<file path="src/rtl/relay_pkg.sv">
// Shared types and helpers for the latching relay coil pulse controller.
package relay_pkg;

    localparam int NUM_RELAYS = 4;

    typedef enum logic [2:0] {
        IDLE,
        DEAD_PRE,
        PULSE,
        DEAD_POST,
        HOLDOFF
    } relay_state_t;

    typedef struct packed {
        logic       dir;
        logic [1:0] ch;
    } relay_req_t;

    // Width of a down-counter able to hold the largest of three cycle counts.
    function automatic int cnt_width(input int a, input int b, input int c);
        int m;
        m = a;
        if (b > m) m = b;
        if (c > m) m = c;
        return $clog2(m + 1);
    endfunction

endpackage

</file>
<file path="src/rtl/relay_req_slot.sv">
// One-deep pending request holder; a push into a full slot is dropped
// and flagged, keeping the request already held.
module relay_req_slot
    import relay_pkg::*;
(
    input  logic       clk,
    input  logic       rst,
    input  logic       push,
    input  relay_req_t push_req,
    input  logic       pop,
    output logic       valid,
    output logic       valid_next,
    output relay_req_t req,
    output logic       overflow
);

    logic       valid_q, valid_d;
    relay_req_t req_q, req_d;
    logic       overflow_q, overflow_d;

    // Next slot contents: a pop frees the slot, so a same-cycle push refills it.
    always_comb begin
        valid_d    = valid_q;
        req_d      = req_q;
        overflow_d = 1'b0;
        if (pop) begin
            valid_d = 1'b0;
        end
        if (push) begin
            if (valid_q && !pop) begin
                overflow_d = 1'b1;
            end else begin
                valid_d = 1'b1;
                req_d   = push_req;
            end
        end
    end

    // Slot and overflow strobe registers.
    always_ff @(posedge clk) begin
        if (rst) begin
            valid_q    <= 1'b0;
            req_q      <= '0;
            overflow_q <= 1'b0;
        end else begin
            valid_q    <= valid_d;
            req_q      <= req_d;
            overflow_q <= overflow_d;
        end
    end

    assign valid      = valid_q;
    assign valid_next = valid_d;
    assign req        = req_q;
    assign overflow   = overflow_q;

endmodule

</file>
<file path="src/rtl/relay_pulse_controller.sv">
// Turns one-cycle relay requests into dead-time guarded H-bridge coil pulses
// for four latching relays, with one request queued behind the active one.
module relay_pulse_controller
    import relay_pkg::*;
#(
    parameter int PULSE_CYCLES   = 2500000,
    parameter int DEAD_CYCLES    = 250,
    parameter int HOLDOFF_CYCLES = 25000
) (
    input  logic                  clk,
    input  logic                  rst,
    input  logic                  relay_en,
    input  logic                  relay_dir,
    input  logic [1:0]            relay_channel,
    output logic                  relay_done,
    output logic                  busy,
    output logic                  overflow,
    output logic [NUM_RELAYS-1:0] coil_a,
    output logic [NUM_RELAYS-1:0] coil_b
);

    localparam int CNT_W = cnt_width(PULSE_CYCLES, DEAD_CYCLES, HOLDOFF_CYCLES);
    localparam logic [CNT_W-1:0] PULSE_LOAD = CNT_W'(PULSE_CYCLES - 1);
    localparam logic [CNT_W-1:0] DEAD_LOAD  = CNT_W'(DEAD_CYCLES - 1);
    localparam logic [CNT_W-1:0] HOLD_LOAD  =
        CNT_W'((HOLDOFF_CYCLES > 0) ? HOLDOFF_CYCLES - 1 : 0);

    relay_state_t          state_q, state_d;
    logic [CNT_W-1:0]      cnt_q, cnt_d;
    relay_req_t            active_q, active_d;
    logic [NUM_RELAYS-1:0] coil_a_q, coil_a_d;
    logic [NUM_RELAYS-1:0] coil_b_q, coil_b_d;
    logic                  done_q, done_d;
    logic                  busy_q, busy_d;

    relay_req_t new_req;
    relay_req_t pend_req;
    logic       pend_valid;
    logic       pend_valid_next;
    logic       take_pend;
    logic       take_new;

    assign new_req = '{dir: relay_dir, ch: relay_channel};

    relay_req_slot u_slot (
        .clk        (clk),
        .rst        (rst),
        .push       (relay_en && !take_new),
        .push_req   (new_req),
        .pop        (take_pend),
        .valid      (pend_valid),
        .valid_next (pend_valid_next),
        .req        (pend_req),
        .overflow   (overflow)
    );

    // Sequencer: next state, counter reload and active request selection.
    always_comb begin
        state_d   = state_q;
        cnt_d     = cnt_q;
        active_d  = active_q;
        take_pend = 1'b0;
        take_new  = 1'b0;
        unique case (state_q)
            IDLE: begin
                if (pend_valid) begin
                    take_pend = 1'b1;
                    active_d  = pend_req;
                    state_d   = DEAD_PRE;
                    cnt_d     = DEAD_LOAD;
                end else if (relay_en) begin
                    take_new = 1'b1;
                    active_d = new_req;
                    state_d  = DEAD_PRE;
                    cnt_d    = DEAD_LOAD;
                end
            end
            DEAD_PRE: begin
                if (cnt_q == '0) begin
                    state_d = PULSE;
                    cnt_d   = PULSE_LOAD;
                end else begin
                    cnt_d = cnt_q - CNT_W'(1);
                end
            end
            PULSE: begin
                if (cnt_q == '0) begin
                    state_d = DEAD_POST;
                    cnt_d   = DEAD_LOAD;
                end else begin
                    cnt_d = cnt_q - CNT_W'(1);
                end
            end
            DEAD_POST: begin
                if (cnt_q == '0) begin
                    if (HOLDOFF_CYCLES == 0) begin
                        state_d = IDLE;
                    end else begin
                        state_d = HOLDOFF;
                        cnt_d   = HOLD_LOAD;
                    end
                end else begin
                    cnt_d = cnt_q - CNT_W'(1);
                end
            end
            HOLDOFF: begin
                if (cnt_q == '0) begin
                    state_d = IDLE;
                end else begin
                    cnt_d = cnt_q - CNT_W'(1);
                end
            end
            default: begin
                state_d = IDLE;
                cnt_d   = '0;
            end
        endcase
    end

    // Registered outputs are decoded from the next state so they line up
    // with the state they describe rather than lagging it by a cycle.
    always_comb begin
        coil_a_d = '0;
        coil_b_d = '0;
        if (state_d == PULSE) begin
            coil_a_d[active_d.ch] = active_d.dir;
            coil_b_d[active_d.ch] = ~active_d.dir;
        end
        done_d = (state_d == DEAD_POST) && (cnt_d == '0);
        busy_d = (state_d != IDLE) || pend_valid_next;
    end

    // State, counter, active request and output registers.
    always_ff @(posedge clk) begin
        if (rst) begin
            state_q  <= IDLE;
            cnt_q    <= '0;
            active_q <= '0;
            coil_a_q <= '0;
            coil_b_q <= '0;
            done_q   <= 1'b0;
            busy_q   <= 1'b0;
        end else begin
            state_q  <= state_d;
            cnt_q    <= cnt_d;
            active_q <= active_d;
            coil_a_q <= coil_a_d;
            coil_b_q <= coil_b_d;
            done_q   <= done_d;
            busy_q   <= busy_d;
        end
    end

    assign coil_a     = coil_a_q;
    assign coil_b     = coil_b_q;
    assign relay_done = done_q;
    assign busy       = busy_q;

endmodule
</file>
<file path="config.mk">
export PLATFORM = sky130hd
export DESIGN_NAME = relay_pulse_controller
export DESIGN_NICKNAME = d
export VERILOG_FILES = /design/src/rtl/relay_pkg.sv /design/src/rtl/relay_req_slot.sv /design/src/rtl/relay_pulse_controller.sv
export SDC_FILE = /design/constraint.sdc
export NUM_CORES = 1
export LEC_CHECK = 0
export BUFFER_PORTS_ARGS = -buffer_cell sky130_fd_sc_hd__buf_2
export CELL_PAD_IN_SITES_DETAIL_PLACEMENT = 1
export CELL_PAD_IN_SITES_GLOBAL_PLACEMENT = 1
export CORE_UTILIZATION = 40
export DETAILED_ROUTE_END_ITERATION = 6
export HOLD_SLACK_MARGIN = 0.06
export PLACE_DENSITY_LB_ADDON = 0.1
export SLEW_MARGIN = 20
export SYNTH_ARGS = -nofsm -noshare
export SYNTH_HDL_FRONTEND = slang
export SYNTH_HIERARCHICAL = 1
export SYNTH_SLANG_ARGS = --single-unit
</file>
<file path="constraint.sdc">
create_clock -name clk -period 2.56 [get_ports clk]
set_clock_uncertainty 0.1 [all_clocks]
set_input_delay 0.128 -clock clk [delete_from_list [all_inputs] [get_ports clk]]
set_output_delay 0.128 -clock clk [all_outputs]
set_load 0.01 [all_outputs]
</file>
==> results.sh <==
export IMPL_status="complete, but fails checks"
export IMPL_violations="setup timing"
export IMPL_grt_util_met3_pct=5.06
export IMPL_path_clk_slew_ns=0.09
export IMPL_hold_path_class="primary input to flop"
export IMPL_rows=28
export IMPL_grtUsageMet2_pct=50.7
export IMPL_port_buffers=16
export IMPL_cp_start_kind="flop"
export IMPL_cp_max_fo=6
export IMPL_syn_to_final_growth_pct=40.3
export IMPL_overflow=0
export IMPL_r2r_slack_ns=-0.32
export IMPL_r2r_cells=8
export IMPL_fin_cells=496
export IMPL_p_leak_nw=1.46
export IMPL_wire_per_inst_um=20.5
export IMPL_ctsHtreeMaxLevel=2
export IMPL_grtUsageTotal_pct=31.6
export IMPL_die_area_sq_mm=0.00661
export IMPL_gp_congestion=0.884
export IMPL_maxSlewViolCount=0
export IMPL_place_inst=476
export IMPL_synth_distinct_cells=60
export IMPL_crit_path_end="relay_done$_SDFF_PP0_"
export IMPL_syn_area_sq_mm=0.00251
export IMPL_worstMarginPinSlew_ns=0.693
export IMPL_fmax_ghz=0.348
export IMPL_hold_ws_ns=0.212
export IMPL_worst_r2r_endpoint="relay_done$_SDFF_PP0_"
export IMPL_rsz0062_at_grt="true"
export IMPL_dieWidth_um=81.3
export IMPL_synthArstFlopShare_pct=0
export IMPL_setup_ws_ns=-0.316
export IMPL_p_per_area_mw_per_mm2=1120
export IMPL_finalCritPeriodShare_pct=112
export IMPL_r2r_start="cnt_q[16]$_SDFF_PP0_"
export IMPL_critPathCaptureType="flop"
export IMPL_ir_drop_mv=0.602
export IMPL_syn_mean_instance_area_sq_um=7.71
export IMPL_final_nets=428
export IMPL_vias_per_cell=6.16
export IMPL_drt_wl_total_um=10200
export IMPL_setup_violations=3
export IMPL_grt_start_max_net_pins=31
export IMPL_fp_coreArea_sq_mm=0.00599
export IMPL_min_period_ns=2.88
export IMPL_root_buffer="clkbuf_8"
export IMPL_antenna_found_initial=0
export IMPL_clock_latency_ns=0.30
export IMPL_startpoint="cnt_q[16]$_SDFF_PP0_"
export IMPL_cts_made_buffers=5
export IMPL_io_pins=17
export IMPL_critical_path_arrival_ns=3.00
export IMPL_drtAntennaViolNets=0
export IMPL_cts_sinks=43
export IMPL_drive_above_1_share_pct=34.2
export IMPL_initial_core_util_pct=42.0
export IMPL_n_antenna_cell=0
export IMPL_slew_headroom_pct=53.8
export IMPL_clk_path_buf_depth=2
export IMPL_grt_pass1_wl_um=15400
export IMPL_synth_seq_cells=43
export IMPL_vias=3054
export IMPL_grt_use_met1_pct=41.7
export IMPL_dr_pass1_iters=5
export IMPL_critical_path_required_ns=2.68
export IMPL_synth_warnings=6
export IMPL_first_iter_violations=281
export IMPL_synth_fp_nets=334
export IMPL_drc=0
export IMPL_synth_edf_count=0
export IMPL_grt_busiest_layer="met2"
export IMPL_cts_tree="done"
export IMPL_path_class="flop to flop"
export IMPL_ys_flop_type="dfxtp_1"
export IMPL_synth_cells=326
export IMPL_grt_pass1_vias=2939
export IMPL_setup_tns_ns=-0.415
export IMPL_die_h_um=81.3
export IMPL_max_cap_violations=0
export IMPL_seq_area_frac_synth_pct=34.2
export IMPL_dpl_hpwl_um=7180
export IMPL_pre_cts_ws_ns=-0.291
export IMPL_hold_viol_final=0
[critical path, stage by stage (launching register included)]
cell and delay, ns:
dfxtp_2 0.33, or4_4 0.55, or3_4 0.40, nor2_8 0.17, nor3_2 0.07, o21ai_1 0.23
o211ai_1 0.20, or4b_1 0.55, nor4_2 0.20
[synthesized netlist by cell type, types with 3 or more instances]
cell type   n  area share (%)
nand2_1    30             4.5
or2_2       4            0.99
xor2_1      3             1.0
nand2b_1    7             1.7
o211ai_1    5             1.5
nor3_1     10             2.0
clkbuf_1    9             1.3
nor4_2      3             1.5
or4_1       6             1.8
nand4_1     6             1.5
and3_1      6             1.5
o31a_1      3             1.0
nand3_1    11             2.2
inv_1       4            0.60
nor2_1     48             7.2
nor2b_1     6             1.5
a31oi_1     6             1.5
o21ai_1     3            0.60
buf_2       3            0.60
dfxtp_1    43              34
or3_1       5             1.2
a21oi_1    16             3.2
nor4_1      7             1.7
and2_1      9             2.2
o21ai_0    20             4.0
o22ai_1     3            0.75
a22oi_1     4             1.2
[sequential cells by signal, indices dropped and copies added (netlist names)]
| signal | count |
|---|---|
| coil_a | 4 |
| coil_b | 4 |
| state_q | 3 |
| u_slot/valid | 1 |
| active_q | 3 |
| u_slot/overflow | 1 |
| cnt_q | 22 |
| relay_done | 1 |
| busy | 1 |
| u_slot/req | 3 |
[what timing repair did]
| action | 4_1_cts | 5_1_grt |
|---|---|---|
| buffers inserted | 7 | 3 |
| resized for setup | 23 | 18 |
| pin swaps | 17 | 14 |
| hold buffers | 3 | 0 |
| hold endpoints to repair | 3 | 0 |
| endpoints found under the setup margin | 8 | 20 |
[worst min-delay path by stage]
| stage | from | end | slack [ns] | cells after the start |
|---|---|---|---|---|
| final | rst | u_slot/req[2]$_SDFFE_PP0P_ | 0.21 | 3 |
| after detailed placement | relay_dir | u_slot/req[2]$_SDFFE_PP0P_ | 0.31 | 3 |
| after global routing | rst | busy$_SDFF_PP0_ | 0.24 | 3 |
| after CTS | rst | relay_done$_SDFF_PP0_ | 0.22 | 6 |
| after global placement | relay_dir | u_slot/req[2]$_SDFFE_PP0P_ | 0.31 | 3 |
| after floorplan | rst | u_slot/req[2]$_SDFFE_PP0P_ | 0.09 | 1 |
[placed cells by master, fill, tap and decap left out, types with 3 or more instances in the layout]
cell type       n
buf_2          16
dfxtp_2         3
inv_1           4
nand2_1        29
clkbuf_8        5
o21ai_1         8
nor2_1         47
xor2_1          3
buf_6           5
nor2b_1         6
nor3_1          8
buf_4          77
o31a_1          3
and3_1          5
dfxtp_1        40
or3_1           4
nand2b_1        7
o22ai_1         3
o211ai_1        5
nand3_1        11
dlygate4sd3_1   3
o21ai_0        12
nor4_1          5
nand4_1         6
or4_1           5
or2_2           4
and2_1          9
a31oi_1         6
a21oi_2         3
nor4_2          3
a21oi_1        14
[cell type report]
type                       instances  area (sq um)
clock buffer                       5          68.8
clock inverter                     3          20.0
fill                             747          2460
inverter                           5          21.3
multi-input combinational        263          1700
sequential                        43           865
tap                               75          93.8
timing repair buffer             102           764
[kinds of logic after synthesis]
| logic type | after synthesis | share of synthesized area [%] |
|---|---|---|
| and+or+nand+nor | 170 | 36.4 |
| buffers and inverters | 20 | 3.98 |
| adders and majority gates | 2 | 0.995 |
| xor gates and xnor gates | 4 | 1.39 |
| AOI/OAI and AO/OA | 87 | 23.0 |
| DFF | 43 | 34.2 |
[where the power goes]
part	internal [mW]	switching, mW
clock	0.190	0.265
combinational	1.19	1.42
sequential	0.781	0.101
total	2.16	1.78
[per-layer routing]
layer / up-vias / share of wire, %
met3: 24 / 6.7
met4: 0 / 2.8
met2: 142 / 46
met5: - / 0
met1: 1497 / 44
li1: 1391 / -
[per-stage QoR]
stage / util [%] / total power, mW / cell area [sq um]
after floorplan: - / 2.07 / 2520
after CTS: 57.7 / 3.72 / 3450
after detailed placement: 53.0 / 3.03 / 3180
final: 58.9 / 3.94 / 3530
after global routing: 58.9 / 4.13 / 3530
after global placement: 53.0 / 2.97 / 3180
Power figures use the tool's default switching activity.
